--- config.mk ---
export PLATFORM = sky130hd
export DESIGN_NAME = wshb_arbiter_flat
export DESIGN_NICKNAME = d
export VERILOG_FILES = /design/src/rtl/wshb_arbiter_if.sv /design/src/rtl/wshb_arbiter.sv /design/src/flat_wrapper.sv
export SDC_FILE = /design/constraint.sdc
export NUM_CORES = 1
export LEC_CHECK = 0
export ABC_AREA = 1
export BUFFER_PORTS_ARGS = -buffer_cell sky130_fd_sc_hd__clkbuf_2
export CAP_MARGIN = 20
export CORE_AREA = 8 8 124 126
export CTS_CLUSTER_SIZE = 14
export DETAILED_ROUTE_END_ITERATION = 7
export DIE_AREA = 0 0 132 134
export PLACE_DENSITY = 0.65
export SYNTH_ARGS = -nofsm -noshare
export SYNTH_HDL_FRONTEND = slang
export SYNTH_SLANG_ARGS = --single-unit
--- constraint.sdc ---
create_clock -name clk -period 2.4 [get_ports clk]
set_clock_uncertainty 0.1 [all_clocks]
set_input_delay 0 -clock clk [delete_from_list [all_inputs] [get_ports clk]]
set_output_delay 0 -clock clk [all_outputs]
set_load 0.05 [all_outputs]
--- src/rtl/wshb_arbiter_if.sv ---
// Wishbone B4 bus bundle shared by the video masters and the SDRAM slave port.
// The master drives the request fields; the slave returns ack/err/rty and read data.
interface wshb_if #(
    parameter int AW = 32,
    parameter int DW = 32
);
    logic [AW-1:0]   adr;
    logic [DW-1:0]   dat_ms;
    logic [DW-1:0]   dat_sm;
    logic            we;
    logic [DW/8-1:0] sel;
    logic [2:0]      cti;
    logic [1:0]      bte;
    logic            cyc;
    logic            stb;
    logic            ack;
    logic            err;
    logic            rty;

    modport master (
        output adr, dat_ms, we, sel, cti, bte, cyc, stb,
        input  dat_sm, ack, err, rty
    );

    modport slave (
        input  adr, dat_ms, we, sel, cti, bte, cyc, stb,
        output dat_sm, ack, err, rty
    );
endinterface

--- src/rtl/wshb_arbiter.sv ---
// Two-master Wishbone arbiter: writer (M0) and VGA reader (M1) onto one SDRAM port.
// Round-robin with an ack quantum; `define WSHB_ARB_FIXED_PRIO_EN for fixed M1 priority.
module wshb_arbiter #(
    parameter int QUANTUM = 16
) (
    input  logic       clk,
    input  logic       nrst,
    wshb_if.slave      wshb_ifs0,
    wshb_if.slave      wshb_ifs1,
    wshb_if.master     wshb_ifm,
    output logic [1:0] gnt
);

    typedef enum logic [1:0] {
        IDLE = 2'b00,
        GNT0 = 2'b01,
        GNT1 = 2'b10
    } state_t;

    localparam logic [7:0] QMAX = 8'(QUANTUM);

    state_t     state;
    logic [7:0] cnt;
    logic [7:0] cnt_inc;
    logic       req0;
    logic       req1;
    logic       hold_cyc;
    logic       oth_req;
    logic       q_hit;
    logic       rel;
`ifndef WSHB_ARB_FIXED_PRIO_EN
    logic       last;
`endif

    assign req0 = wshb_ifs0.cyc & wshb_ifs0.stb;
    assign req1 = wshb_ifs1.cyc & wshb_ifs1.stb;

    always_comb begin
        hold_cyc = 1'b0;
        oth_req  = 1'b0;
        case (state)
            GNT0: begin
                hold_cyc = wshb_ifs0.cyc;
                oth_req  = req1;
            end
            GNT1: begin
                hold_cyc = wshb_ifs1.cyc;
                oth_req  = req0;
            end
            default: ;
        endcase
    end

    assign cnt_inc = (cnt == QMAX) ? cnt : cnt + 8'd1;
    // Quantum only bites on an ack cycle, so a pending transfer is never cut.
    assign q_hit   = wshb_ifm.ack && (cnt_inc == QMAX) && oth_req;

`ifdef WSHB_ARB_FIXED_PRIO_EN
    // M1 holds until it lets go of stb (or cyc); only M0 is bounded by the quantum.
    assign rel = (state == GNT0) ? (!hold_cyc || q_hit) : !req1;
`else
    assign rel = !hold_cyc || q_hit;
`endif

    always_ff @(posedge clk or negedge nrst) begin
        if (!nrst) begin
            state <= IDLE;
            gnt   <= 2'b00;
            cnt   <= '0;
`ifndef WSHB_ARB_FIXED_PRIO_EN
            last  <= 1'b1;
`endif
        end else begin
            case (state)
                IDLE: begin
                    cnt <= '0;
`ifdef WSHB_ARB_FIXED_PRIO_EN
                    if (req1) begin
                        state <= GNT1;
                        gnt   <= 2'b10;
                    end else if (req0) begin
                        state <= GNT0;
                        gnt   <= 2'b01;
                    end
`else
                    // On contention the master not served last wins.
                    if (req0 && (!req1 || last)) begin
                        state <= GNT0;
                        gnt   <= 2'b01;
                    end else if (req1) begin
                        state <= GNT1;
                        gnt   <= 2'b10;
                    end
`endif
                end
                GNT0, GNT1: begin
                    if (rel) begin
                        state <= IDLE;
                        gnt   <= 2'b00;
`ifndef WSHB_ARB_FIXED_PRIO_EN
                        last  <= (state == GNT1);
`endif
                    end else if (wshb_ifm.ack) begin
                        cnt <= cnt_inc;
                    end
                end
                default: begin
                    state <= IDLE;
                    gnt   <= 2'b00;
                end
            endcase
        end
    end

    // Bus steering straight from the state register: no extra latency on stb.
    always_comb begin
        wshb_ifm.adr     = '0;
        wshb_ifm.dat_ms  = '0;
        wshb_ifm.we      = 1'b0;
        wshb_ifm.sel     = '0;
        wshb_ifm.cti     = '0;
        wshb_ifm.bte     = '0;
        wshb_ifm.cyc     = 1'b0;
        wshb_ifm.stb     = 1'b0;
        wshb_ifs0.ack    = 1'b0;
        wshb_ifs0.err    = 1'b0;
        wshb_ifs0.rty    = 1'b0;
        wshb_ifs0.dat_sm = '0;
        wshb_ifs1.ack    = 1'b0;
        wshb_ifs1.err    = 1'b0;
        wshb_ifs1.rty    = 1'b0;
        wshb_ifs1.dat_sm = '0;
        case (state)
            GNT0: begin
                wshb_ifm.adr     = wshb_ifs0.adr;
                wshb_ifm.dat_ms  = wshb_ifs0.dat_ms;
                wshb_ifm.we      = wshb_ifs0.we;
                wshb_ifm.sel     = wshb_ifs0.sel;
                wshb_ifm.cti     = wshb_ifs0.cti;
                wshb_ifm.bte     = wshb_ifs0.bte;
                wshb_ifm.cyc     = wshb_ifs0.cyc;
                wshb_ifm.stb     = wshb_ifs0.stb;
                wshb_ifs0.ack    = wshb_ifm.ack;
                wshb_ifs0.err    = wshb_ifm.err;
                wshb_ifs0.rty    = wshb_ifm.rty;
                wshb_ifs0.dat_sm = wshb_ifm.dat_sm;
            end
            GNT1: begin
                wshb_ifm.adr     = wshb_ifs1.adr;
                wshb_ifm.dat_ms  = wshb_ifs1.dat_ms;
                wshb_ifm.we      = wshb_ifs1.we;
                wshb_ifm.sel     = wshb_ifs1.sel;
                wshb_ifm.cti     = wshb_ifs1.cti;
                wshb_ifm.bte     = wshb_ifs1.bte;
                wshb_ifm.cyc     = wshb_ifs1.cyc;
                wshb_ifm.stb     = wshb_ifs1.stb;
                wshb_ifs1.ack    = wshb_ifm.ack;
                wshb_ifs1.err    = wshb_ifm.err;
                wshb_ifs1.rty    = wshb_ifm.rty;
                wshb_ifs1.dat_sm = wshb_ifm.dat_sm;
            end
            default: ;
        endcase
    end

    a_gnt_onehot: assert property (@(posedge clk) disable iff (!nrst)
        !(gnt[0] && gnt[1]));

    a_idle_quiet: assert property (@(posedge clk) disable iff (!nrst)
        (state == IDLE) |-> (!wshb_ifm.cyc && !wshb_ifm.stb));

    // A strobed, unanswered transfer with cyc held must keep its grant.
    a_no_abort: assert property (@(posedge clk) disable iff (!nrst)
        (state != IDLE && hold_cyc && wshb_ifm.stb &&
         !(wshb_ifm.ack || wshb_ifm.err || wshb_ifm.rty)) |=> (state != IDLE));

endmodule
--- src/flat_wrapper.sv ---
// flat-port wrapper written by rule: the top's interface ports become plain ports
module wshb_arbiter_flat 
#(
    parameter int QUANTUM = 16
)
  (clk, nrst, gnt, wshb_ifs0_adr, wshb_ifs0_dat_ms, wshb_ifs0_we, wshb_ifs0_sel, wshb_ifs0_cti, wshb_ifs0_bte, wshb_ifs0_cyc, wshb_ifs0_stb, wshb_ifs0_dat_sm, wshb_ifs0_ack, wshb_ifs0_err, wshb_ifs0_rty, wshb_ifs1_adr, wshb_ifs1_dat_ms, wshb_ifs1_we, wshb_ifs1_sel, wshb_ifs1_cti, wshb_ifs1_bte, wshb_ifs1_cyc, wshb_ifs1_stb, wshb_ifs1_dat_sm, wshb_ifs1_ack, wshb_ifs1_err, wshb_ifs1_rty, wshb_ifm_adr, wshb_ifm_dat_ms, wshb_ifm_we, wshb_ifm_sel, wshb_ifm_cti, wshb_ifm_bte, wshb_ifm_cyc, wshb_ifm_stb, wshb_ifm_dat_sm, wshb_ifm_ack, wshb_ifm_err, wshb_ifm_rty);
  wshb_if wshb_ifs0_i ();
  wshb_if wshb_ifs1_i ();
  wshb_if wshb_ifm_i ();
  input  logic clk;
  input  logic nrst;
  output logic [1:0] gnt;
  input wire logic [$bits(wshb_ifs0_i.adr)-1:0] wshb_ifs0_adr;
  input wire logic [$bits(wshb_ifs0_i.dat_ms)-1:0] wshb_ifs0_dat_ms;
  input wire logic [$bits(wshb_ifs0_i.we)-1:0] wshb_ifs0_we;
  input wire logic [$bits(wshb_ifs0_i.sel)-1:0] wshb_ifs0_sel;
  input wire logic [$bits(wshb_ifs0_i.cti)-1:0] wshb_ifs0_cti;
  input wire logic [$bits(wshb_ifs0_i.bte)-1:0] wshb_ifs0_bte;
  input wire logic [$bits(wshb_ifs0_i.cyc)-1:0] wshb_ifs0_cyc;
  input wire logic [$bits(wshb_ifs0_i.stb)-1:0] wshb_ifs0_stb;
  output wire logic [$bits(wshb_ifs0_i.dat_sm)-1:0] wshb_ifs0_dat_sm;
  output wire logic [$bits(wshb_ifs0_i.ack)-1:0] wshb_ifs0_ack;
  output wire logic [$bits(wshb_ifs0_i.err)-1:0] wshb_ifs0_err;
  output wire logic [$bits(wshb_ifs0_i.rty)-1:0] wshb_ifs0_rty;
  input wire logic [$bits(wshb_ifs1_i.adr)-1:0] wshb_ifs1_adr;
  input wire logic [$bits(wshb_ifs1_i.dat_ms)-1:0] wshb_ifs1_dat_ms;
  input wire logic [$bits(wshb_ifs1_i.we)-1:0] wshb_ifs1_we;
  input wire logic [$bits(wshb_ifs1_i.sel)-1:0] wshb_ifs1_sel;
  input wire logic [$bits(wshb_ifs1_i.cti)-1:0] wshb_ifs1_cti;
  input wire logic [$bits(wshb_ifs1_i.bte)-1:0] wshb_ifs1_bte;
  input wire logic [$bits(wshb_ifs1_i.cyc)-1:0] wshb_ifs1_cyc;
  input wire logic [$bits(wshb_ifs1_i.stb)-1:0] wshb_ifs1_stb;
  output wire logic [$bits(wshb_ifs1_i.dat_sm)-1:0] wshb_ifs1_dat_sm;
  output wire logic [$bits(wshb_ifs1_i.ack)-1:0] wshb_ifs1_ack;
  output wire logic [$bits(wshb_ifs1_i.err)-1:0] wshb_ifs1_err;
  output wire logic [$bits(wshb_ifs1_i.rty)-1:0] wshb_ifs1_rty;
  output wire logic [$bits(wshb_ifm_i.adr)-1:0] wshb_ifm_adr;
  output wire logic [$bits(wshb_ifm_i.dat_ms)-1:0] wshb_ifm_dat_ms;
  output wire logic [$bits(wshb_ifm_i.we)-1:0] wshb_ifm_we;
  output wire logic [$bits(wshb_ifm_i.sel)-1:0] wshb_ifm_sel;
  output wire logic [$bits(wshb_ifm_i.cti)-1:0] wshb_ifm_cti;
  output wire logic [$bits(wshb_ifm_i.bte)-1:0] wshb_ifm_bte;
  output wire logic [$bits(wshb_ifm_i.cyc)-1:0] wshb_ifm_cyc;
  output wire logic [$bits(wshb_ifm_i.stb)-1:0] wshb_ifm_stb;
  input wire logic [$bits(wshb_ifm_i.dat_sm)-1:0] wshb_ifm_dat_sm;
  input wire logic [$bits(wshb_ifm_i.ack)-1:0] wshb_ifm_ack;
  input wire logic [$bits(wshb_ifm_i.err)-1:0] wshb_ifm_err;
  input wire logic [$bits(wshb_ifm_i.rty)-1:0] wshb_ifm_rty;
  assign wshb_ifs0_i.adr = wshb_ifs0_adr;
  assign wshb_ifs0_i.dat_ms = wshb_ifs0_dat_ms;
  assign wshb_ifs0_i.we = wshb_ifs0_we;
  assign wshb_ifs0_i.sel = wshb_ifs0_sel;
  assign wshb_ifs0_i.cti = wshb_ifs0_cti;
  assign wshb_ifs0_i.bte = wshb_ifs0_bte;
  assign wshb_ifs0_i.cyc = wshb_ifs0_cyc;
  assign wshb_ifs0_i.stb = wshb_ifs0_stb;
  assign wshb_ifs0_dat_sm = wshb_ifs0_i.dat_sm;
  assign wshb_ifs0_ack = wshb_ifs0_i.ack;
  assign wshb_ifs0_err = wshb_ifs0_i.err;
  assign wshb_ifs0_rty = wshb_ifs0_i.rty;
  assign wshb_ifs1_i.adr = wshb_ifs1_adr;
  assign wshb_ifs1_i.dat_ms = wshb_ifs1_dat_ms;
  assign wshb_ifs1_i.we = wshb_ifs1_we;
  assign wshb_ifs1_i.sel = wshb_ifs1_sel;
  assign wshb_ifs1_i.cti = wshb_ifs1_cti;
  assign wshb_ifs1_i.bte = wshb_ifs1_bte;
  assign wshb_ifs1_i.cyc = wshb_ifs1_cyc;
  assign wshb_ifs1_i.stb = wshb_ifs1_stb;
  assign wshb_ifs1_dat_sm = wshb_ifs1_i.dat_sm;
  assign wshb_ifs1_ack = wshb_ifs1_i.ack;
  assign wshb_ifs1_err = wshb_ifs1_i.err;
  assign wshb_ifs1_rty = wshb_ifs1_i.rty;
  assign wshb_ifm_adr = wshb_ifm_i.adr;
  assign wshb_ifm_dat_ms = wshb_ifm_i.dat_ms;
  assign wshb_ifm_we = wshb_ifm_i.we;
  assign wshb_ifm_sel = wshb_ifm_i.sel;
  assign wshb_ifm_cti = wshb_ifm_i.cti;
  assign wshb_ifm_bte = wshb_ifm_i.bte;
  assign wshb_ifm_cyc = wshb_ifm_i.cyc;
  assign wshb_ifm_stb = wshb_ifm_i.stb;
  assign wshb_ifm_i.dat_sm = wshb_ifm_dat_sm;
  assign wshb_ifm_i.ack = wshb_ifm_ack;
  assign wshb_ifm_i.err = wshb_ifm_err;
  assign wshb_ifm_i.rty = wshb_ifm_rty;
  wshb_arbiter #(.QUANTUM(QUANTUM)) u_core (.clk(clk), .nrst(nrst), .wshb_ifs0(wshb_ifs0_i), .wshb_ifs1(wshb_ifs1_i), .wshb_ifm(wshb_ifm_i), .gnt(gnt));
endmodule
==> impl_metrics.toml, run 1 <==
[run_status]
outcome = "completed"

[sta]
finalHoldViolations = 0
fin_crit_sh = 0.907
fmax_mhz = 459
rsz0062_at_grt = "no"
period_needed_ps = 2180
setup_violations = 0
fin_tns_setup_ps = 0
slew_headroom = 0.675
slew_violations = 0
tightest_slew_ps = 488
holdWs_ps = 86.3

[route]
wl_per_cell_um = 14.5
drtIter0Drc = 242
drc = 0
drt-total-wl_um = 14800
viasPerCell = 4.23
via_count = 4300
antenna_left = 0
drt_first_pass_iters = 4

[floorplan]
die_y_um = 134
start_util = 0.182
dieWidth_um = 132
num_rows = 43
dieArea_um2 = 17700
ios = 337
core_um2 = 13500

[setup_path]
r2r-end = "u_core.gnt[1]$_DFFE_PN0P_"
critical_path_class = "flip-flop to output pin"
end_kind = "output pin"
rr_worst_depth = 13
cp.arrival_ps = 2080
critical_path.max_fanout = 35
cp_data_required_time_ps = 2300
r2r_start = "u_core.gnt[0]$_DFFE_PN0P_"
reg2reg_slack_ps = 430
critPathLaunchType = "flip-flop"

[cts]
root_buffer = "clkbuf_16"
clock_path_buffers = 2
cts.repair.resized = 0
cts-buffers-inserted = 3
postCtsSetupBuffers = 0
numClockSinks = 11
clk_latency_ps = 240
clkTransAtPathRegs_ps = 40
hold_buffers = 1
htree_levels = 1
tritoncts = "done"

[finish]
antenna_cells = 0
final_cells = 1017
syn2layout_area_growth_pct = 84.3
final_layout_size_suffix_gt1_frac = 0.446
final_util = 0.334
nets = 1032

[synthesis]
ys_seq_area_frac = 0.113
syn_inst = 523
synth_nets = 717
ys_ff_latch = 11
avgSynthCellArea_um2 = 4.69
ys_types = 22
yosysWarnings = 0
synth_area_um2 = 2450

[power]
power_uw = 6350
ir_drop_uv = 675
leakagePower_uw = 0.00301
powerDensity_nw_per_um2 = 1410

[placement]
dp_hpwl_um = 12500
gp_congestion = 0.847
place_inst = 1012
io_buffers = 336

[global_routing]
grtUsageTotal = 0.151
grt_pass1_vias = 4042
grt_first_pass_wirelength_um = 22100
antenna_found_initial = 0
grt_max_degree = 56
globalRouteOverflowTotal = 0

[flow_run]
cap_violations = 0

[worst_hold_path]
holdCritPathClass = "primary input to asynchronous set/reset pin"
-- metal layers --
metal | up-vias | global-route usage | wire length, µm
met2 | 193 | 0.271 | 7430
li1 | 2206 | - | -
met5 | - | 0 | 0
met4 | 0 | 0.0223 | 165
met3 | 13 | 0.0471 | 1250
met1 | 1888 | 0.176 | 5950
-- Yosys cell counts, drive strengths merged --
master	number	area, µm²
clkbuf	30	113
nand2	264	1010
nand3	18	103
nor3	1	5.00
xor2	1	8.76
inv	88	330
dfstp	1	26.3
nand4	10	62.6
buf	4	16.3
dfrtp	10	250
o21ai	2	10.0
ha	5	62.6
a21oi	76	380
nor2	12	62.6
o211a	1	10.0
-- critical path, cell delays in order (launching register included) --
cell      delay (ps)
dfrtp_1          440
inv_1            120
ha_1             360
inv_2             90
buf_4            410
a21oi_1          110
clkbuf_2         270
-- registers in the layout, indices dropped and copies added (netlist names) --
register	count
u_core.last	1
u_core.gnt	2
u_core.cnt	8
-- layout by cell type, fill, tap and decap left out --
| cell | count |
|---|---|
| nand2_2 | 2 |
| dfstp_2 | 1 |
| nand3_4 | 1 |
| inv_2 | 1 |
| nor2_4 | 2 |
| dlygate4sd3_1 | 1 |
| o21ai_1 | 1 |
| nand2_1 | 260 |
| xor2_1 | 1 |
| nor3_1 | 1 |
| clkbuf_1 | 1 |
| a21oi_1 | 61 |
| nand4_1 | 10 |
| nand2_4 | 2 |
| ha_1 | 3 |
| nor2_2 | 1 |
| a21oi_2 | 15 |
| buf_4 | 3 |
| ha_4 | 2 |
| o21ai_0 | 1 |
| inv_1 | 87 |
| dfrtp_1 | 10 |
| o211a_1 | 1 |
| buf_12 | 5 |
| nor2_1 | 9 |
| nand3_1 | 17 |
| clkbuf_16 | 3 |
| clkbuf_2 | 335 |
-- final cells by class --
cell class,instances,area [µm²]
Inverter,88,330
Multi-Input combinational cell,390,1800
Timing Repair Buffer,344,1810
Tap cell,180,225
Sequential cell,11,277
Clock buffer,4,78.8
Fill cell,1528,8990
-- power by group --
part | internal, µW | switching, µW
combinational | 1200 | 4580
clock | 224 | 89.9
sequential | 220 | 36.5
-- worst max path at each step --
stage	start	end	slack, ps	cells past startpoint
floorplan	u_core.gnt[1]$_DFFE_PN0P_	wshb_ifm_adr[0]	-40	5
global placement	u_core.gnt[0]$_DFFE_PN0P_	u_core.gnt[0]$_DFFE_PN0P_	460	13
detailed placement	u_core.gnt[0]$_DFFE_PN0P_	u_core.gnt[1]$_DFFE_PN0P_	460	13
CTS	u_core.gnt[0]$_DFFE_PN0P_	wshb_ifm_dat_ms[24]	230	6
finish	u_core.gnt[0]$_DFFE_PN0P_	wshb_ifm_dat_ms[24]	220	6
global route	u_core.gnt[1]$_DFFE_PN0P_	wshb_ifm_sel[0]	120	6
-- cells by family after synthesis --
logic type,synth area share
buffers and inverters,0.187
xor gates and xnor gates,0.00357
DFF,0.113
and+or+nand+nor,0.507
AOI/OAI and AO/OA,0.163
adders and majority gates,0.0255
-- metrics by stage --
stage | cell area (µm²) | setup slack [ps]
2_1_floorplan | 2510 | -38.3
3_3_place_gp | 4430 | 464
3_5_place_dp | 4430 | 457
4_1_cts | 4520 | 234
5_1_grt | 4520 | 115
6_report | 4520 | 224
Power figures use the tool's default switching activity.
==> inputs of run 2 (changes only) <==
Settings changed: CORE_AREA 8 8 124 126 to 10 10 122 124, PLACE_DENSITY 0.65 to 0.68.
==> run 2 against run 1 <==
Net effect: register-to-register slack better by 20 ps; non-clock buffer count is 1 higher; cell count down 0.69%; worst setup slack improved by 32 ps; sequential power is essentially flat; die area stayed put; power is 1.8% higher; via count is 2.0% lower; final area rose by 0.50%; sequential share of layout area about the same; flip-flop and latch count did not move; combinational power is 2% higher; largest cell class unchanged; largest power group unchanged; highest routed layer unchanged.
==> impl_metrics.toml, run 2 (same netlist as run 1, synthesis figures left out) <==
[run_status]
outcome = "completed"

[floorplan]
ios = 337
die_y_um = 134
start_util = 0.197
dieArea_um2 = 17700
core_um2 = 12500
dieWidth_um = 132
num_rows = 41

[power]
power_switching_uw = 4750
clockPowerShare = 0.048
leakagePower_uw = 0.00302
power.share.switching = 0.735
ir_drop_uv = 779
powerDensity_nw_per_um2 = 1420
p_int_uw = 1720
power_frac_comb = 0.912
seqPwrFrac = 0.039

[setup_path]
path_cells = "inv_1, ha_1, inv_2, buf_12, buf_12, a21oi_1, clkbuf_2"
critical_path_class = "flip-flop to output pin"
critical_path.max_fanout = 44
r2r_start = "u_core.cnt[0]$_DFFE_PN0P_"
rr_worst_depth = 12
max_stage_delay_ps = 430
end_kind = "output pin"
slowest_stage = "dfrtp_1"
cpMostUsedCell = "buf_12"
cp_data_required_time_ps = 2300
cp.arrival_ps = 2040
critPathLaunchType = "flip-flop"
startpoint = "u_core.gnt[0]$_DFFE_PN0P_"

[route]
via_count = 4215
drc = 0
drt_first_pass_iters = 4
wl_per_cell_um = 15.1
antenna_left = 0
drt-total-wl_um = 15200
drtIter0Drc = 186
viasPerCell = 4.17

[placement]
place_inst = 1005
dpl_cell_area_um2 = 4450
gp_congestion = 0.839
io_buffers = 336
dp_hpwl_um = 13200
dp_slack_ps = 486

[global_routing]
grt_pass1_vias = 4178
grt_first_pass_wirelength_um = 22800
antenna_found_initial = 0
grtUsageTotal = 0.155
globalRouteOverflowTotal = 0
grt_max_degree = 62

[finish]
syn2layout_area_growth_pct = 85.2
reg_top3 = "u_core.cnt: 8 flops, u_core.gnt: 2 flops, u_core.last: 1 flops"
nets = 1033
final_cell_mix = "clkbuf_2, nand2_1, inv_1, a21oi_1, nand3_1"
final_layout_size_suffix_gt1_frac = 0.446
final_util = 0.364
largest_reg_flops = 8
regMostFlops = "u_core.cnt"
layout_commonest_cell = "clkbuf_2"
finalInstanceArea_um2 = 4540
antenna_cells = 0
final_cells = 1010

[cts]
root_buffer = "clkbuf_16"
numClockSinks = 11
tritoncts = "done"
clk_latency_ps = 240
clkTransAtPathRegs_ps = 50
cts-buffers-inserted = 3
htree_levels = 1
clock_path_buffers = 2
postCtsSetupBuffers = 0

[flow_run]
cap_violations = 0

[sta]
rsz0062_at_grt = "no"
fmax_mhz = 466
tightest_slew_ps = 388
setup_violations = 0
fin_ws_ps = 255
slew_headroom = 0.741
finalHoldViolations = 0
period_needed_ps = 2140
fin_crit_sh = 0.894
slew_violations = 0
fin_tns_setup_ps = 0

[worst_hold_path]
min_path_cells = 4
holdCritPathClass = "primary input to flip-flop"
min_from = "wshb_ifs0_stb"
-- run 2: cell types whose count changed in the layout (fill, tap and decap cells not counted), sizes merged --
cell,before,now
buf,8,9
-- run 2: repair_timing --
item,in CTS,in global routing
hold endpoints to repair,11,0
gates resized for setup,0,0
hold buffers,1,0
-- run 2: power groups by stage --
stage	Clock [µW]	Combinational [µW]	Sequential [µW]
global placement	0	5920	253
CTS	320	5950	253
floorplan	0	4250	297
finish	313	5900	254
detailed placement	0	5930	256
global route	326	6270	259
-- run 2: cell type report --
class | count | area, µm²
fillers | 1440 | 7930
well taps | 172 | 215
flip-flops and latches | 11 | 277
inverters | 88 | 330
repair buffers | 345 | 1840
multi-input cells | 390 | 1800
clock buffers | 4 | 78.8
-- run 2: metrics by stage --
stage,power [µW],hold WS [ps]
finish,6470,73.4
global route,6850,105
CTS,6520,69.8
detailed placement,6190,-185
global placement,6170,-197
floorplan,4540,-396
-- run 2: layer usage --
layer / vias up / wire length, µm / global-route usage
li1: 2205 / - / -
met5: - / 0 / 0
met4: 0 / 147 / 0.0216
met3: 8 / 1330 / 0.0549
met1: 1818 / 6150 / 0.182
met2: 184 / 7610 / 0.271
-- run 2: path summary, 6_finish.rpt --
check,endpoint,slack [ps]
max,wshb_ifm_sel[3],260
min,u_core.gnt[0]$_DFFE_PN0P_,70
max reg2reg,u_core.gnt[1]$_DFFE_PN0P_,450
min reg2reg,u_core.last$_DFFE_PN1P_,370
max in group asynchronous,u_core.last$_DFFE_PN1P_,1820
min in group asynchronous,u_core.gnt[1]$_DFFE_PN0P_,90
-- run 2: critical path: cells and delay by family (launching register included) --
kind                     cells  cell delay [ps]
buffers and inverters        5              940
flip-flops                   1              430
adder cells (fa/ha/maj)      1              350
AO/OA/AOI/OAI                1               70
==> inputs of run 3 (changes only) <==
Settings changed: CORE_AREA 10 10 122 124 to 10 10 121 123, DIE_AREA 0 0 132 134 to 0 0 131 133, PLACE_DENSITY 0.68 to 0.71.
Clock period 2.4 ns to 1.7 ns, I/O delays scaled along.
==> run 3 against run 2 <==
Net effect: the run now ends with negative setup slack left; routed wire length rose by 57%; clock-buffer cell count unchanged; cell count is 7.0% higher; non-clock buffer count grew 70; global-route usage up 6.8 points; power grew to 3.0 times the previous value; critical endpoint is now u_core.cnt[0]$_DFFE_PN0P_; largest power group unchanged.
==> impl_metrics.toml, run 3 (same netlist as run 1, synthesis figures left out) <==
[run_status]
outcome = "finished with violations"
violations = "negative setup slack"

[sta]
fin_crit_sh = 1.14
slew_headroom = 0.685
tightest_slew_ps = 472
finalHoldViolations = 0
fin_tns_setup_ps = -21650
fin_ws_ps = -237
slew_violations = 0
fmax_mhz = 516
setup_violations = 148
rsz0062_at_grt = "yes"
period_needed_ps = 1940

[placement]
gp_congestion = 0.861
dp_slack_ps = -122
dpl_cell_area_um2 = 7900
io_buffers = 336
dp_hpwl_um = 15900
place_inst = 1027

[route]
antenna_left = 0
drt_first_pass_iters = 4
drtIter0Drc = 253
via_count = 5172
viasPerCell = 4.78
wl_per_cell_um = 22.1
drc = 0
drt-total-wl_um = 23900

[setup_path]
critPathLaunchType = "flip-flop"
cp_data_required_time_ps = 1740
max_stage_delay_ps = 430
slowest_stage = "dfrtp_2"
end_kind = "flip-flop"
cp.arrival_ps = 1980
path_cells = "inv_4, buf_4, ha_4, inv_8, a21oi_4, buf_4, nand3_4, nand3_2, nand2_2"
rr_worst_depth = 9
critical_path_class = "flip-flop to flip-flop"
cpMostUsedCell = "buf_4"
critical_path.max_fanout = 12

[cts]
htree_levels = 1
cts-buffers-inserted = 3
clock_path_buffers = 2
clk_latency_ps = 260
root_buffer = "clkbuf_16"
numClockSinks = 11
tritoncts = "done"
clkTransAtPathRegs_ps = 50

[floorplan]
dieArea_um2 = 17400
dieWidth_um = 131
ios = 337
core_um2 = 12400
die_y_um = 133
num_rows = 41
start_util = 0.198

[finish]
regMostFlops = "u_core.cnt"
layout_commonest_cell = "clkbuf_2"
regArea_um2 = 280
nets = 1104
antenna_cells = 0
finalInstanceArea_um2 = 9560
final_layout_size_suffix_gt1_frac = 0.760
n_fill_cell = 712
syn2layout_area_growth_pct = 290
final_cells = 1081
final_cell_mix = "clkbuf_2, nand2_1, buf_12, a21oi_4, nand2_4"
largest_reg_flops = 8
multi_input_area_um2 = 3270
reg_top3 = "u_core.cnt: 8 flops, u_core.gnt: 2 flops, u_core.last: 1 flops"

[global_routing]
grtUsageTotal = 0.224
grt_max_degree = 30
antenna_found_initial = 0
grt_pass1_vias = 5145
grt_first_pass_wirelength_um = 30400
globalRouteOverflowTotal = 0

[power]
powerDensity_nw_per_um2 = 2010
ir_drop_uv = 2370
leakagePower_uw = 0.00410

[worst_hold_path]
holdCritPathClass = "primary input to asynchronous set/reset pin"

[flow_run]
cap_violations = 0
run 3: routing by layer:
| metal | track usage | share of wire | vias up | wire length, µm |
|---|---|---|---|---|
| li1 | - | - | 2369 | - |
| met1 | 0.221 | 0.32 | 2482 | 7630 |
| met2 | 0.451 | 0.57 | 263 | 13600 |
| met3 | 0.0439 | 0.075 | 58 | 1780 |
| met4 | 0.0544 | 0.038 | 0 | 895 |
| met5 | 0 | 0 | - | 0 |
run 3: path summary, 6_finish.rpt:
check / from / end / slack, ps
worst max-delay path: u_core.gnt[0]$_DFFE_PN0P_ / u_core.cnt[0]$_DFFE_PN0P_ / -240
worst min-delay path: nrst / u_core.cnt[0]$_DFFE_PN0P_ / 60
worst max register to register: u_core.gnt[0]$_DFFE_PN0P_ / u_core.cnt[0]$_DFFE_PN0P_ / -240
worst min register to register: u_core.last$_DFFE_PN1P_ / u_core.last$_DFFE_PN1P_ / 400
max in group asynchronous: nrst / u_core.last$_DFFE_PN1P_ / 1160
min in group clk: wshb_ifs0_stb / u_core.gnt[0]$_DFFE_PN0P_ / 70
run 3: cell type report:
| class | count | area share |
|---|---|---|
| Clock buffer | 4 | 0.00824 |
| Inverter | 88 | 0.0599 |
| Multi-Input combinational cell | 391 | 0.342 |
| Sequential cell | 11 | 0.0293 |
| Tap cell | 172 | 0.0225 |
| Timing Repair Buffer | 415 | 0.538 |
run 3: repair_timing:
action                     4_1_cts  5_1_grt
pin swaps                       23       21
gates cloned                    10       15
hold endpoints to repair        12        0
buffers inserted                 7       16
hold buffers                     2        0
setup endpoints to repair      145      150
gates resized for setup        125      104
run 3: where the power goes:
group	total (µW)	leakage [µW]	internal (µW)	switching, µW
clock network	463	0.0000382	317	146
registers	364	0.000143	316	48.3
logic	18400	0.00392	8130	10200
total	19200	0.00410	8770	10400
run 3: stage by stage:
| step | util | power [µW] | hold slack [ps] |
|---|---|---|---|
| CTS | 0.700 | 17400 | 63.2 |
| global placement | 0.639 | 14900 | -211 |
| finish | 0.774 | 19200 | 59.2 |
| detailed placement | 0.639 | 15000 | -206 |
| floorplan | - | 9240 | -396 |
| global route | 0.774 | 19800 | 103 |
run 3: worst max-delay path: cells and delay by family (launching register included):
kind | cells | cell delay (ps)
buffers and inverters | 4 | 460
DFF | 1 | 430
and+or+nand+nor | 3 | 370
adders and majority gates | 1 | 300
AOI/OAI and AO/OA | 1 | 160
